[src/rtl/mem_addr_sel_reg.sv]
// Registered memory-address source selector with alignment/selector checking.
// A violation parks the bus on the exception vector until the control unit acknowledges it.
//
// state    | meaning
// ---------+------------------------------------------------------------
// ST_IDLE  | no accepted address yet; addr_valid=0
// ST_VALID | addr_out holds an accepted address (or the vector after clr_fault)
// ST_FAULT | violation latched; addr_out forced to EXC_ADDR until clr_fault
module mem_addr_sel_reg #(
   parameter int                WIDTH    = 32,
   parameter int                N_SRC    = 6,
   parameter int                SEL_W    = 3,
   parameter logic [WIDTH-1:0]  EXC_ADDR = WIDTH'(32'h000000FD)
) (
   input  logic                   clk,
   input  logic                   reset,
   input  logic [N_SRC*WIDTH-1:0] data_in,
   input  logic [SEL_W-1:0]       selector,
   input  logic [1:0]             size,
   input  logic                   load,
   input  logic                   clr_fault,
   output logic [WIDTH-1:0]       addr_out,
   output logic                   addr_valid,
   output logic                   fault,
   output logic                   misalign,
   output logic                   sel_err,
   output logic [WIDTH-1:0]       bad_addr,
   output logic [WIDTH-1:0]       prev_addr
);

   typedef enum logic [1:0] {
      ST_IDLE  = 2'd0,
      ST_VALID = 2'd1,
      ST_FAULT = 2'd2
   } state_t;

   state_t            r_state;
   state_t            w_state_nxt;
   logic [WIDTH-1:0]  r_addr;
   logic [WIDTH-1:0]  r_bad;
   logic [WIDTH-1:0]  r_prev;
   logic              r_misalign;
   logic              r_sel_err;
   logic [WIDTH-1:0]  w_cand;
   logic              w_sel_ok;
   logic              w_mis;

   // Out-of-range selectors leave the candidate at zero; they never reach the address path.
   always_comb begin
      w_cand = '0;
      for (int k = 0; k < N_SRC; k++) begin
         if (selector == SEL_W'(k)) begin
            w_cand = data_in[k*WIDTH +: WIDTH];
         end
      end
   end

   assign w_sel_ok = ({1'b0, selector} < (SEL_W+1)'(N_SRC));

   always_comb begin
      case (size)
         2'b01:   w_mis = w_cand[0];
         2'b10:   w_mis = 1'b0;
         default: w_mis = |w_cand[1:0];
      endcase
   end

   always_ff @(posedge clk or negedge reset) begin
      if (!reset) begin
         r_state <= ST_IDLE;
      end else begin
         r_state <= w_state_nxt;
      end
   end

   always_comb begin
      w_state_nxt = r_state;
      case (r_state)
         ST_IDLE, ST_VALID: begin
            if (load) begin
               if (!w_sel_ok || w_mis) begin
                  w_state_nxt = ST_FAULT;
               end else begin
                  w_state_nxt = ST_VALID;
               end
            end
         end
         ST_FAULT: begin
            if (clr_fault) begin
               w_state_nxt = ST_VALID;
            end
         end
         default: w_state_nxt = ST_IDLE;
      endcase
   end

   always_ff @(posedge clk or negedge reset) begin
      if (!reset) begin
         r_addr     <= '0;
         r_bad      <= '0;
         r_prev     <= '0;
         r_misalign <= 1'b0;
         r_sel_err  <= 1'b0;
      end else begin
         case (r_state)
            ST_IDLE, ST_VALID: begin
               if (load) begin
                  if (!w_sel_ok) begin
                     r_addr     <= EXC_ADDR;
                     r_bad      <= '0;
                     r_sel_err  <= 1'b1;
                     r_misalign <= 1'b0;
                  end else if (w_mis) begin
                     r_addr     <= EXC_ADDR;
                     r_bad      <= w_cand;
                     r_sel_err  <= 1'b0;
                     r_misalign <= 1'b1;
                  end else begin
                     r_prev <= r_addr;
                     r_addr <= w_cand;
                  end
               end
            end
            ST_FAULT: begin
               // Acknowledge keeps bad_addr so the handler can still read the culprit.
               if (clr_fault) begin
                  r_addr     <= EXC_ADDR;
                  r_sel_err  <= 1'b0;
                  r_misalign <= 1'b0;
               end
            end
            default: begin
               r_addr <= r_addr;
            end
         endcase
      end
   end

   always_comb begin
      addr_valid = (r_state == ST_VALID);
      fault      = (r_state == ST_FAULT);
      addr_out   = r_addr;
      misalign   = r_misalign;
      sel_err    = r_sel_err;
      bad_addr   = r_bad;
      prev_addr  = r_prev;
   end

endmodule
[config.mk]
export PLATFORM = sky130hd
export DESIGN_NAME = mem_addr_sel_reg
export DESIGN_NICKNAME = d
export VERILOG_FILES = /design/src/rtl/mem_addr_sel_reg.sv
export SDC_FILE = /design/constraint.sdc
export NUM_CORES = 1
export LEC_CHECK = 0
export CORE_MARGIN = 2
export CORE_UTILIZATION = 44
export DETAILED_ROUTE_END_ITERATION = 7
export GPL_ROUTABILITY_DRIVEN = 0
export PLACE_DENSITY = 0.95
export SLEW_MARGIN = 20
export SYNTH_ARGS = -nofsm -noshare
export SYNTH_HDL_FRONTEND = slang
export SYNTH_SLANG_ARGS = --single-unit
[constraint.sdc]
create_clock -name clk -period 3.9 [get_ports clk]
set_clock_uncertainty 0.15 [all_clocks]
set_input_delay 0.39 -clock clk [delete_from_list [all_inputs] [get_ports clk]]
set_output_delay 0.39 -clock clk [all_outputs]
set_load 0.01 [all_outputs]
After elaboration in Yosys (flattened, before gate mapping)
Cells that the tools add are included.
{"block": "op_classes", "order_cmp": 1, "n_eq_ne": 13, "n_mux": 27, "bitwise_logic": 1, "reduce_logical": 12}
{"op": "32-bit two-way mux", "count": 12}
{"op": "32-bit case mux with 2 select lines", "count": 1}
{"op": "4-bit AND reduction", "count": 2}
{"op": "1-bit two-way mux", "count": 7}
{"op": "3-bit by 2-bit equality test with 1-bit output, second input constant", "count": 2}
{"op": "3-bit equality test, second input constant", "count": 2}
{"op": "2-bit two-way mux", "count": 3}
{"op": "1-bit case mux with 2 select lines", "count": 3}
{"op": "3-bit AND reduction", "count": 2}
{"op": "2-bit by 1-bit equality test with 1-bit output, second input constant", "count": 2}
{"op": "2-bit equality test, second input constant", "count": 2}
{"op": "2-bit inequality test, second input constant", "count": 2}
{"op": "2-bit case mux with 2 select lines", "count": 1}
{"op": "2-bit OR reduction", "count": 2}
{"op": "3-bit by 1-bit equality test with 1-bit output, second input constant", "count": 1}
{"op": "3-bit logical NOT", "count": 1}
{"op": "3-bit less-than comparator, second input constant", "count": 1}
{"op": "3-bit inequality test, second input constant", "count": 1}
{"op": "2-bit logical NOT", "count": 1}
{"op": "2-bit by 1-bit inequality test with 1-bit output, second input constant", "count": 1}
{"op": "2-bit AND reduction", "count": 1}
{"op": "2-bit nonzero test", "count": 1}
{"op": "1-bit logical NOT", "count": 1}
{"op": "1-bit logical OR", "count": 1}
{"op": "1-bit inverter", "count": 1}
{"block": "word_totals", "ff_bits": 100, "inputBits": 201, "wordCells": 60}

Longest topological paths before layout
Gate-level depths: netlist (run 1).
{"block": "depth", "word_depth": 13, "depth_mapped": 9, "ltp_nobuf": 6}

Least setup slack after synthesis (run 1)
Ideal clock, no wire load.
{"block": "synth_path", "path_kind": "input-to-reg", "from": "input selector[0]", "to": "register r_prev[10] (netlist: prev_addr[10])", "setup_ns": 0.125, "arrival_ns": 2.095, "t_required_ns": 3.625, "setup_slack_ns": 1.531, "cell_stages": 7, "path_buffers": 2, "path_cell_list": "buf_6 > mux2_4 > a221oi_2 > o211ai_2 > a21oi_4 > buf_6 > mux2_2"}
{"block": "synth_between", "elab_chain_len": 11}
{"item": "start: declaration", "line_no": "18", "rtl": "input logic [SEL_W-1:0] selector,"}
{"item": "3-bit logical NOT", "line_no": "52", "rtl": "if (selector == SEL_W'(k)) begin"}
{"item": "32-bit two-way mux (6 in a row)", "line_no": "52"}
{"item": "2-bit OR reduction", "line_no": "64", "rtl": "default: w_mis = |w_cand[1:0];"}
{"item": "1-bit case mux with 2 select lines", "line_no": "61", "rtl": "case (size)"}
{"item": "1-bit inverter (no line)"}
{"item": "4-bit AND reduction (no line) (*)"}
{"item": "end signal: assignment", "line_no": "119", "rtl": "r_prev <= r_addr;"}
{"item": "end: declaration", "line_no": "41", "rtl": "logic [WIDTH-1:0] r_prev;"}
Every way passes the cells marked *; elsewhere a longest branch is shown, timed or not.
A chain may end at the register's enable or synchronous reset.

Worst setup path after layout (run 1)
{"block": "layout_path", "from": "input selector[0]", "to": "register r_bad[16] (netlist: bad_addr[16])"}
{"block": "layout_between", "elab_chain_len": 11}
{"item": "3-bit logical NOT", "line_no": "52"}
{"item": "32-bit two-way mux (6 in a row)", "line_no": "52"}
{"item": "2-bit OR reduction", "line_no": "64"}
{"item": "1-bit case mux with 2 select lines", "line_no": "61"}
{"item": "2-bit by 1-bit inequality test with 1-bit output (no line)"}
{"item": "3-bit AND reduction (no line)"}
{"item": "end signal: assignment", "line_no": "115", "rtl": "r_bad <= w_cand;"}
{"item": "end: declaration", "line_no": "40", "rtl": "logic [WIDTH-1:0] r_bad;"}
Several ways; a longest one is shown, not always the timed one. The select of a mux whose other input is x is not followed.

==> impl_metrics.ini, run 1 <==
[timing]
setup_viol_count_final = 0
fmax_mhz = 338.2
max-slew-margin-rel_pct = 36.55
finalCritPeriodShare_pct = 75.82
final.setup.worst_slack_ns = 0.9432
fin_tns_setup_ns = 0
period_needed_ns = 2.957
report.final.slew_viol_count = 0
whs_ns = -0.04185
worst_pin_slew_ns = 0.9497
hold_viol = 84
rsz0062_at_grt = no

[setup_path]
end_kind = flip-flop
crit_arrival_ns = 3.00
startpoint_type = input port
max_stage_delay_ns = 0.63
critPathMaxFanout = 34
reg2reg_from = r_state[1]$_DFFE_PN0P_
worstSetupPathType = in2reg
crit_start = selector[0]
critPathSlowestCell = o31ai_4
crit_top_cell = buf_4
critical_path_required_ns = 3.94
worstPathCellList = buf_4 > buf_4 > nor4bb_1 > a221oi_2 > o31ai_4 > and2_1 > buf_4 > o221ai_1

[synth]
synth_flop_cell = dfrtp_1
ys_seq_area_share_pct = 43.04
yosys_warnings = 0
async_reset_ff_share_pct = 100.0
ys_seq_elements = 100
synth_cell_types = 43
synth_area_per_cell_sq_um = 10.87
synth-edff-count = 0
syn_area_sq_um = 5814
syn_inst = 535
synth_nets = 737

[routing]
first_pass_iters = 5
routed_wirelength_microns = 21780
viasPerCell = 5.819
drc = 0
wl_per_cell_microns = 21.94
postRouteAntennaNets = 0
first_iter_violations = 467
vias = 5778

[outcome]
status = finished with violations
violations = hold timing

[placed_design]
dpl.hpwl_microns = 16210
placed_area_sq_um = 8922
io_buffers = 300
pre_cts_ws_ns = 0.6049

[cells_and_area]
mostFrequentLayoutCell = clkdlybuf4s50_1
final_area_sq_um = 9235
mostFrequentLayoutCells = 296 x clkdlybuf4s50_1, 100 x dfrtp_1, 91 x nand2_1
layout.nets = 1017
final_layout_size_suffix_gt1_share_pct = 14.41
syn_to_final_growth_pct = 58.83

[floorplan]
initial_utilization_pct = 45.52
core_area_sq_um = 12770
pin_count = 301
rows = 41
dieWidth_microns = 119.0
chipHeight_microns = 119.0
dieArea_sq_um = 14150

[clock_tree]
tritoncts = built
cts-buffers-inserted = 9
root_buffer = clkbuf_16
postCtsHoldBufs = 0
ctsResizeCount = 0
post_cts_buffers = 0
cts_max_path_buffers = 2
clkSlewWorstSetupHoldPaths_ns = 0.06
cts_max_level = 3
cts.sinks = 100
insertion_delay_ns = 0.34

[grt]
overflow = 0
grt_pass1_vias = 6188
grt_pass1_wl_microns = 33680
grtUsageTotal_pct = 30.74
grt_max_degree = 86
antenna_found_initial = 2

[power]
p_leak_nw = 3.840
power_density_nw_per_um2 = 520.5
max-vdd-ir-drop_mv = 0.2210

[flow_run]
maxCapViolations = 0

[hold_path]
hold_path.class = in2async
==> area by class of cell <==
type                    instances  area (sq um)
fillers                       878          3538
well taps                     172         215.2
flip-flops and latches        100          2502
diodes                          2         5.005
clock inverters                 1         30.03
multi-input cells             359          2988
clock buffers                  14         274.0
inverters                      29         108.9
repair buffers                316          3112
==> synth_stat cells (all sizes together) (2+ instances only) <==
cell type,n,area [sq um]
clkbuf,24,90.09
a22o,26,227.7
a221o,4,40.04
a22oi,21,157.7
mux2i,12,120.1
nand2b,3,18.77
nor2,15,56.30
dfrtp,100,2502
o211ai,7,57.55
nand3,5,25.02
nand4,5,31.28
a21oi,15,90.09
mux4,29,653.1
o21ai,27,135.1
o32a,2,20.02
mux2,54,611.8
o221ai,25,219.0
inv,29,108.9
buf,23,141.4
nor2b,4,25.02
nand2,91,341.6
==> sequential cells by signal, indices dropped and copies added, names as in the netlist <==
name	cells
bad_addr	32
sel_err	1
addr_out	32
r_state	2
misalign	1
prev_addr	32
==> metal layers <==
metal | global-route usage [%] | part of all wire (%)
met3 | 7.328 | 8.1
met1 | 35.20 | 37
met4 | 13.62 | 3.4
met5 | 0 | 0
met2 | 54.42 | 52
==> power by group <==
group | leakage, nW | total [W] | internal [W] | switching, W
logic | 2.47 | 0.00214 | 0.00124 | 0.000900
clock network | 0.149 | 0.000924 | 0.000548 | 0.000376
registers | 1.22 | 0.00174 | 0.00143 | 0.000310
total | 3.84 | 0.00481 | 0.00322 | 0.00159
==> final timing paths <==
| kind | to | slack (ns) | cells after the start |
|---|---|---|---|
| max reg2reg | prev_addr[19]$_DFFE_PN0P_ | 1.75 | 6 |
| min reg2reg | prev_addr[30]$_DFFE_PN0P_ | 0.34 | 1 |
| min | prev_addr[2]$_DFFE_PN0P_ | -0.04 | 1 |
| max in group asynchronous | prev_addr[15]$_DFFE_PN0P_ | 2.91 | 2 |
| min in group clk | prev_addr[30]$_DFFE_PN0P_ | 0.34 | 1 |
| max | bad_addr[16]$_DFFE_PN0P_ | 0.94 | 8 |
==> kinds of logic after synthesis <==
family                   after synthesis  synth area share, %
AND/OR/NAND/NOR                      128                9.167
adder cells (fa/ha/maj)                1               0.2152
flip-flops                           100                43.04
buffers and inverters                 76                5.853
multiplexers                          95                23.82
AO/OA/AOI/OAI                        135                17.90
==> critical path, delay by kind of cell <==
| kind | cells | cell delay [ns] |
|---|---|---|
| AO/OA/AOI/OAI | 3 | 0.93 |
| buffers and inverters | 3 | 1.12 |
| AND/OR/NAND/NOR | 2 | 0.53 |
==> through the flow <==
step / power [W] / hold WS, ns / util [%] / instances
final: 0.004807 / -0.04185 / 72.30 / 993
after global placement: 0.003797 / 0.3179 / 69.85 / 976
after CTS: 0.004814 / 0.1379 / 72.23 / 991
after detailed placement: 0.003889 / 0.3237 / 69.85 / 976
after global routing: 0.005040 / 0.02192 / 72.30 / 993
after floorplan: 0.002578 / -0.05559 / - / 535
Power figures use the tool's default switching activity.
==> inputs of run 2 (changes only) <==
--- a/config.mk
+++ b/config.mk
@@ -6,10 +6,10 @@
 export NUM_CORES = 1
 export LEC_CHECK = 0
 export CORE_MARGIN = 2
-export CORE_UTILIZATION = 44
+export CORE_UTILIZATION = 40
 export DETAILED_ROUTE_END_ITERATION = 7
 export GPL_ROUTABILITY_DRIVEN = 0
-export PLACE_DENSITY = 0.95
+export PLACE_DENSITY = 0.89
 export SLEW_MARGIN = 20
 export SYNTH_ARGS = -nofsm -noshare
 export SYNTH_HDL_FRONTEND = slang
==> constraint.sdc (replaced) <==
create_clock -name clk -period 2.8 [get_ports clk]
set_clock_uncertainty 0.15 [all_clocks]
set_input_delay 0.28 -clock clk [delete_from_list [all_inputs] [get_ports clk]]
set_output_delay 0.28 -clock clk [all_outputs]
set_load 0.01 [all_outputs]
==> impl_metrics.ini, run 2 (synthesized netlist as in run 1, its figures left out) <==
[power]
power_density_nw_per_um2 = 706.2
max-vdd-ir-drop_mv = 0.3066
p_leak_nw = 3.887

[routing]
viasPerCell = 5.618
routed_wirelength_microns = 20990
first_pass_iters = 5
vias = 5702
wl_per_cell_microns = 20.68
drc = 0
first_iter_violations = 507
postRouteAntennaNets = 0

[cells_and_area]
final_area_sq_um = 9336
mostFrequentLayoutCell = clkdlybuf4s50_1
layout.nets = 1030
mostFrequentLayoutCells = 296 x clkdlybuf4s50_1, 100 x dfrtp_1, 91 x nand2_1
antenna_cells = 0
final_layout_size_suffix_gt1_share_pct = 15.40
syn_to_final_growth_pct = 60.58

[hold_path]
hold_path.class = reg2reg
hold_path_end = prev_addr[7]$_DFFE_PN0P_
hold_start = prev_addr[7]$_DFFE_PN0P_
hold_path_depth = 1

[setup_path]
critPathMaxFanout = 11
reg2reg_from = r_state[1]$_DFFE_PN0P_
worstSetupPathType = in2reg
end_kind = flip-flop
crit_arrival_ns = 2.49
critical_path_required_ns = 2.85
startpoint_type = input port
r2r-end = sel_err$_DFFE_PN0P_
rr_worst_depth = 3
regToRegSetupSlack_ns = 0.84

[clock_tree]
cts_max_path_buffers = 2
cts.sinks = 100
root_buffer = clkbuf_16
tritoncts = built
cts_max_level = 3
clkSlewWorstSetupHoldPaths_ns = 0.07
cts-buffers-inserted = 9
insertion_delay_ns = 0.34

[timing]
finalCritPeriodShare_pct = 87.10
fmax_mhz = 410.1
setup_viol_count_final = 0
period_needed_ns = 2.439
hold_viol = 0
worst_pin_slew_ns = 0.8887
fin_tns_setup_ns = 0
rsz0062_at_grt = no
report.final.slew_viol_count = 0
max-slew-margin-rel_pct = 40.62

[placed_design]
io_buffers = 300
placed_area_sq_um = 9052
dpl.hpwl_microns = 16370

[floorplan]
pin_count = 301
chipHeight_microns = 124.6
rows = 44
initial_utilization_pct = 40.46
dieArea_sq_um = 15520
dieWidth_microns = 124.6
core_area_sq_um = 14370

[outcome]
status = complete, no violations

[grt]
grt_max_degree = 54
grt_pass1_wl_microns = 33420
grtUsageTotal_pct = 27.51
antenna_found_initial = 0
overflow = 0
grt_pass1_vias = 5939

[flow_run]
maxCapViolations = 0
run 2: cell types whose count changed in the layout (fill, tap and decap cells not counted):
cell / delta
buf_4: +11
clkbuf_8: -3
buf_12: +2
diode_2: -2
buf_6: -1
clkbuf_1: +1
clkinvlp_4: +1
dlygate4sd3_1: +1
run 2: what timing repair did:
action / CTS / global route
gates resized for setup: 0 / 0
hold buffers: 1 / 0
endpoints found under the hold margin: 50 / 0
buffers inserted: 0 / 0
endpoints found under the setup margin: 0 / 0
run 2: through the flow:
step	hold slack [ns]	instances	power (W)	worst slack, ns	utilization, %
floorplan	-0.1656	535	0.003591	0.5408	-
global placement	0.2158	1000	0.005335	0.04889	63.00
detailed placement	0.2176	1000	0.005435	0.01784	63.00
CTS	0.3391	1015	0.006636	0.3673	64.98
global route	0.3532	1015	0.006969	0.2327	64.98
finish	0.3336	1015	0.006593	0.3613	64.98
run 2: worst max path at each step:
stage / startpoint / to / slack (ns)
2_1_floorplan: selector[0] / prev_addr[10]$_DFFE_PN0P_ / 0.54
3_3_place_gp: data_in[32] / bad_addr[31]$_DFFE_PN0P_ / 0.05
3_5_place_dp: data_in[32] / bad_addr[31]$_DFFE_PN0P_ / 0.02
4_1_cts: data_in[32] / bad_addr[31]$_DFFE_PN0P_ / 0.37
5_1_grt: data_in[32] / bad_addr[31]$_DFFE_PN0P_ / 0.23
6_report: data_in[32] / bad_addr[31]$_DFFE_PN0P_ / 0.36
run 2: critical path, stage by stage:
cell and delay (ns):
clkdlybuf4s50_1 0.45, nor4bb_1 0.32, a221oi_2 0.08, buf_4 0.17, o31ai_4 0.30, and2_1 0.47
buf_4 0.28, o221ai_1 0.14
run 2: layout make-up:
cell class / instances / area (sq um)
repair buffers: 329 / 3233
multi-input cells: 359 / 2988
clock buffers: 12 / 236.5
flip-flops and latches: 100 / 2502
clock inverters: 2 / 37.54
fillers: 1137 / 5032
inverters: 29 / 108.9
well taps: 184 / 230.2
run 2: where the power goes:
| group | leakage [nW] | total, W | internal [W] | switching [W] |
|---|---|---|---|---|
| sequential | 1.22 | 0.00241 | 0.00200 | 0.000417 |
| combinational | 2.54 | 0.00299 | 0.00176 | 0.00123 |
| clock | 0.129 | 0.00119 | 0.000684 | 0.000506 |
| total | 3.89 | 0.00659 | 0.00444 | 0.00215 |
run 2: metal layers:
layer | wire (microns) | track usage (%)
met3 | 1772 | 6.314
met2 | 10870 | 48.67
met5 | 0 | 0
met4 | 389 | 8.063
met1 | 7954 | 33.50
==> inputs of run 3 (changes only) <==
--- a/config.mk
+++ b/config.mk
@@ -6,10 +6,10 @@
 export NUM_CORES = 1
 export LEC_CHECK = 0
 export CORE_MARGIN = 2
-export CORE_UTILIZATION = 40
+export CORE_UTILIZATION = 44
 export DETAILED_ROUTE_END_ITERATION = 7
 export GPL_ROUTABILITY_DRIVEN = 0
-export PLACE_DENSITY = 0.89
+export PLACE_DENSITY = 0.95
 export SLEW_MARGIN = 20
 export SYNTH_ARGS = -nofsm -noshare
 export SYNTH_HDL_FRONTEND = slang
==> constraint.sdc (replaced) <==
create_clock -name clk -period 3 [get_ports clk]
set_clock_uncertainty 0.15 [all_clocks]
set_input_delay 0.3 -clock clk [delete_from_list [all_inputs] [get_ports clk]]
set_output_delay 0.3 -clock clk [all_outputs]
set_load 0.01 [all_outputs]
==> impl_metrics.ini, run 3 (synthesized netlist as in run 1, its figures left out) <==
[timing]
fmax_mhz = 379.3
final.setup.worst_slack_ns = 0.3637
rsz0062_at_grt = no
setup_viol_count_final = 0
hold_viol = 0
max-slew-margin-rel_pct = 55.06
fin_tns_setup_ns = 0
report.final.slew_viol_count = 0
finalCritPeriodShare_pct = 87.88
period_needed_ns = 2.636
worst_pin_slew_ns = 0.6726

[hold_path]
hold_path.class = reg2reg
hold_start = prev_addr[26]$_DFFE_PN0P_
hold_path_depth = 1
hold_path_end = prev_addr[26]$_DFFE_PN0P_

[cells_and_area]
final_layout_size_suffix_gt1_share_pct = 15.66
mostFrequentLayoutCell = clkdlybuf4s50_1
layout.nets = 1028
syn_to_final_growth_pct = 61.14
final_area_sq_um = 9369
mostFrequentLayoutCells = 296 x clkdlybuf4s50_1, 100 x dfrtp_1, 91 x nand2_1

[placed_design]
placed_area_sq_um = 9035
dpl.hpwl_microns = 16830
pre_cts_ws_ns = 0.003461
io_buffers = 300

[setup_path]
critical_path_required_ns = 3.06
critPathSlowestCell = mux4_2
crit_arrival_ns = 2.70
reg2reg_from = r_state[1]$_DFFE_PN0P_
worst_path_dominant_cell_family = buffers and inverters
regToRegSetupSlack_ns = 1.07
critPathBufInv = 3
startpoint_type = input port
crit_top_cell = buf_4
end_kind = flip-flop
worstSetupPathType = in2reg
r2r-end = prev_addr[27]$_DFFE_PN0P_
rr_worst_depth = 5
max_stage_delay_ns = 0.49
worstPathCellList = clkdlybuf4s50_1 > mux4_2 > a22oi_1 > o211ai_2 > buf_4 > a21oi_4 > buf_4 > mux2_2
critPathMaxFanout = 14

[routing]
first_pass_iters = 6
routed_wirelength_microns = 22160
drc = 0
postRouteAntennaNets = 0
wl_per_cell_microns = 22.07
first_iter_violations = 565
vias = 5856
viasPerCell = 5.833

[clock_tree]
cts_max_path_buffers = 2
root_buffer = clkbuf_16
insertion_delay_ns = 0.34
cts-buffers-inserted = 9
cts_max_level = 3
tritoncts = built
clkSlewWorstSetupHoldPaths_ns = 0.07
cts.sinks = 100

[grt]
antenna_found_initial = 3
overflow = 0
grtUsageTotal_pct = 31.49
grt_pass1_vias = 6212
grt_pass1_wl_microns = 34280
grt_max_degree = 43

[power]
max-vdd-ir-drop_mv = 0.2724
power_density_nw_per_um2 = 670.3
p_total_w = 0.006280
p_leak_nw = 3.901

[floorplan]
rows = 41
pin_count = 301
core_area_sq_um = 12770
chipHeight_microns = 119.0
initial_utilization_pct = 45.52
dieWidth_microns = 119.0
dieArea_sq_um = 14150

[flow_run]
maxCapViolations = 0

[outcome]
status = complete, no violations
run 3: cell count changes in the layout (fill, tap and decap cells not counted), sizes merged:
cell      change
buf           -2
diode         +2
clkinvlp      +1
run 3: cell type report:
| class | count | area (sq um) |
|---|---|---|
| fill | 849 | 3405 |
| timing repair buffer | 327 | 3231 |
| multi-input combinational | 359 | 2995 |
| sequential | 100 | 2502 |
| clock buffer | 12 | 266.5 |
| tap | 172 | 215.2 |
| inverter | 29 | 108.9 |
| clock inverter | 3 | 45.04 |
| antenna | 2 | 5.005 |
run 3: per-layer routing:
metal	vias to the layer above	wire, microns	GRT usage, %
met5	-	0	0
li1	2577	-	-
met2	339	11550	55.93
met4	0	767	13.54
met1	2885	7950	36.52
met3	55	1889	6.849
run 3: stage by stage:
step	instances	hold WS (ns)	utilization [%]
2_1_floorplan	535	-0.1456	-
3_3_place_gp	986	0.1805	70.73
3_5_place_dp	986	0.1833	70.73
4_1_cts	1002	0.3429	73.25
5_1_grt	1004	0.3641	73.35
6_report	1004	0.3446	73.35
run 3: repair_timing:
| item | CTS | global route |
|---|---|---|
| hold buffers | 1 | 0 |
| resized for setup | 0 | 0 |
| setup buffers | 0 | 0 |
| hold endpoints to repair | 40 | 0 |
run 3: where the power goes:
part	internal [W]	switching, W
clock network	0.000711	0.000491
logic	0.00164	0.00117
registers	0.00186	0.000402
total	0.00422	0.00206
run 3: worst max-delay path by stage:
stage / to / cells past startpoint / slack [ns] / start
after floorplan: prev_addr[10]$_DFFE_PN0P_ / 7 / 0.72 / selector[0]
after global placement: addr_out[20]$_DFFE_PN0P_ / 7 / 0.08 / data_in[0]
after detailed placement: addr_out[25]$_DFFE_PN0P_ / 7 / 0.003 / data_in[0]
after CTS: addr_out[25]$_DFFE_PN0P_ / 7 / 0.36 / data_in[0]
after global routing: prev_addr[27]$_DFFE_PN0P_ / 9 / 0.29 / data_in[0]
final: prev_addr[27]$_DFFE_PN0P_ / 8 / 0.36 / data_in[161]
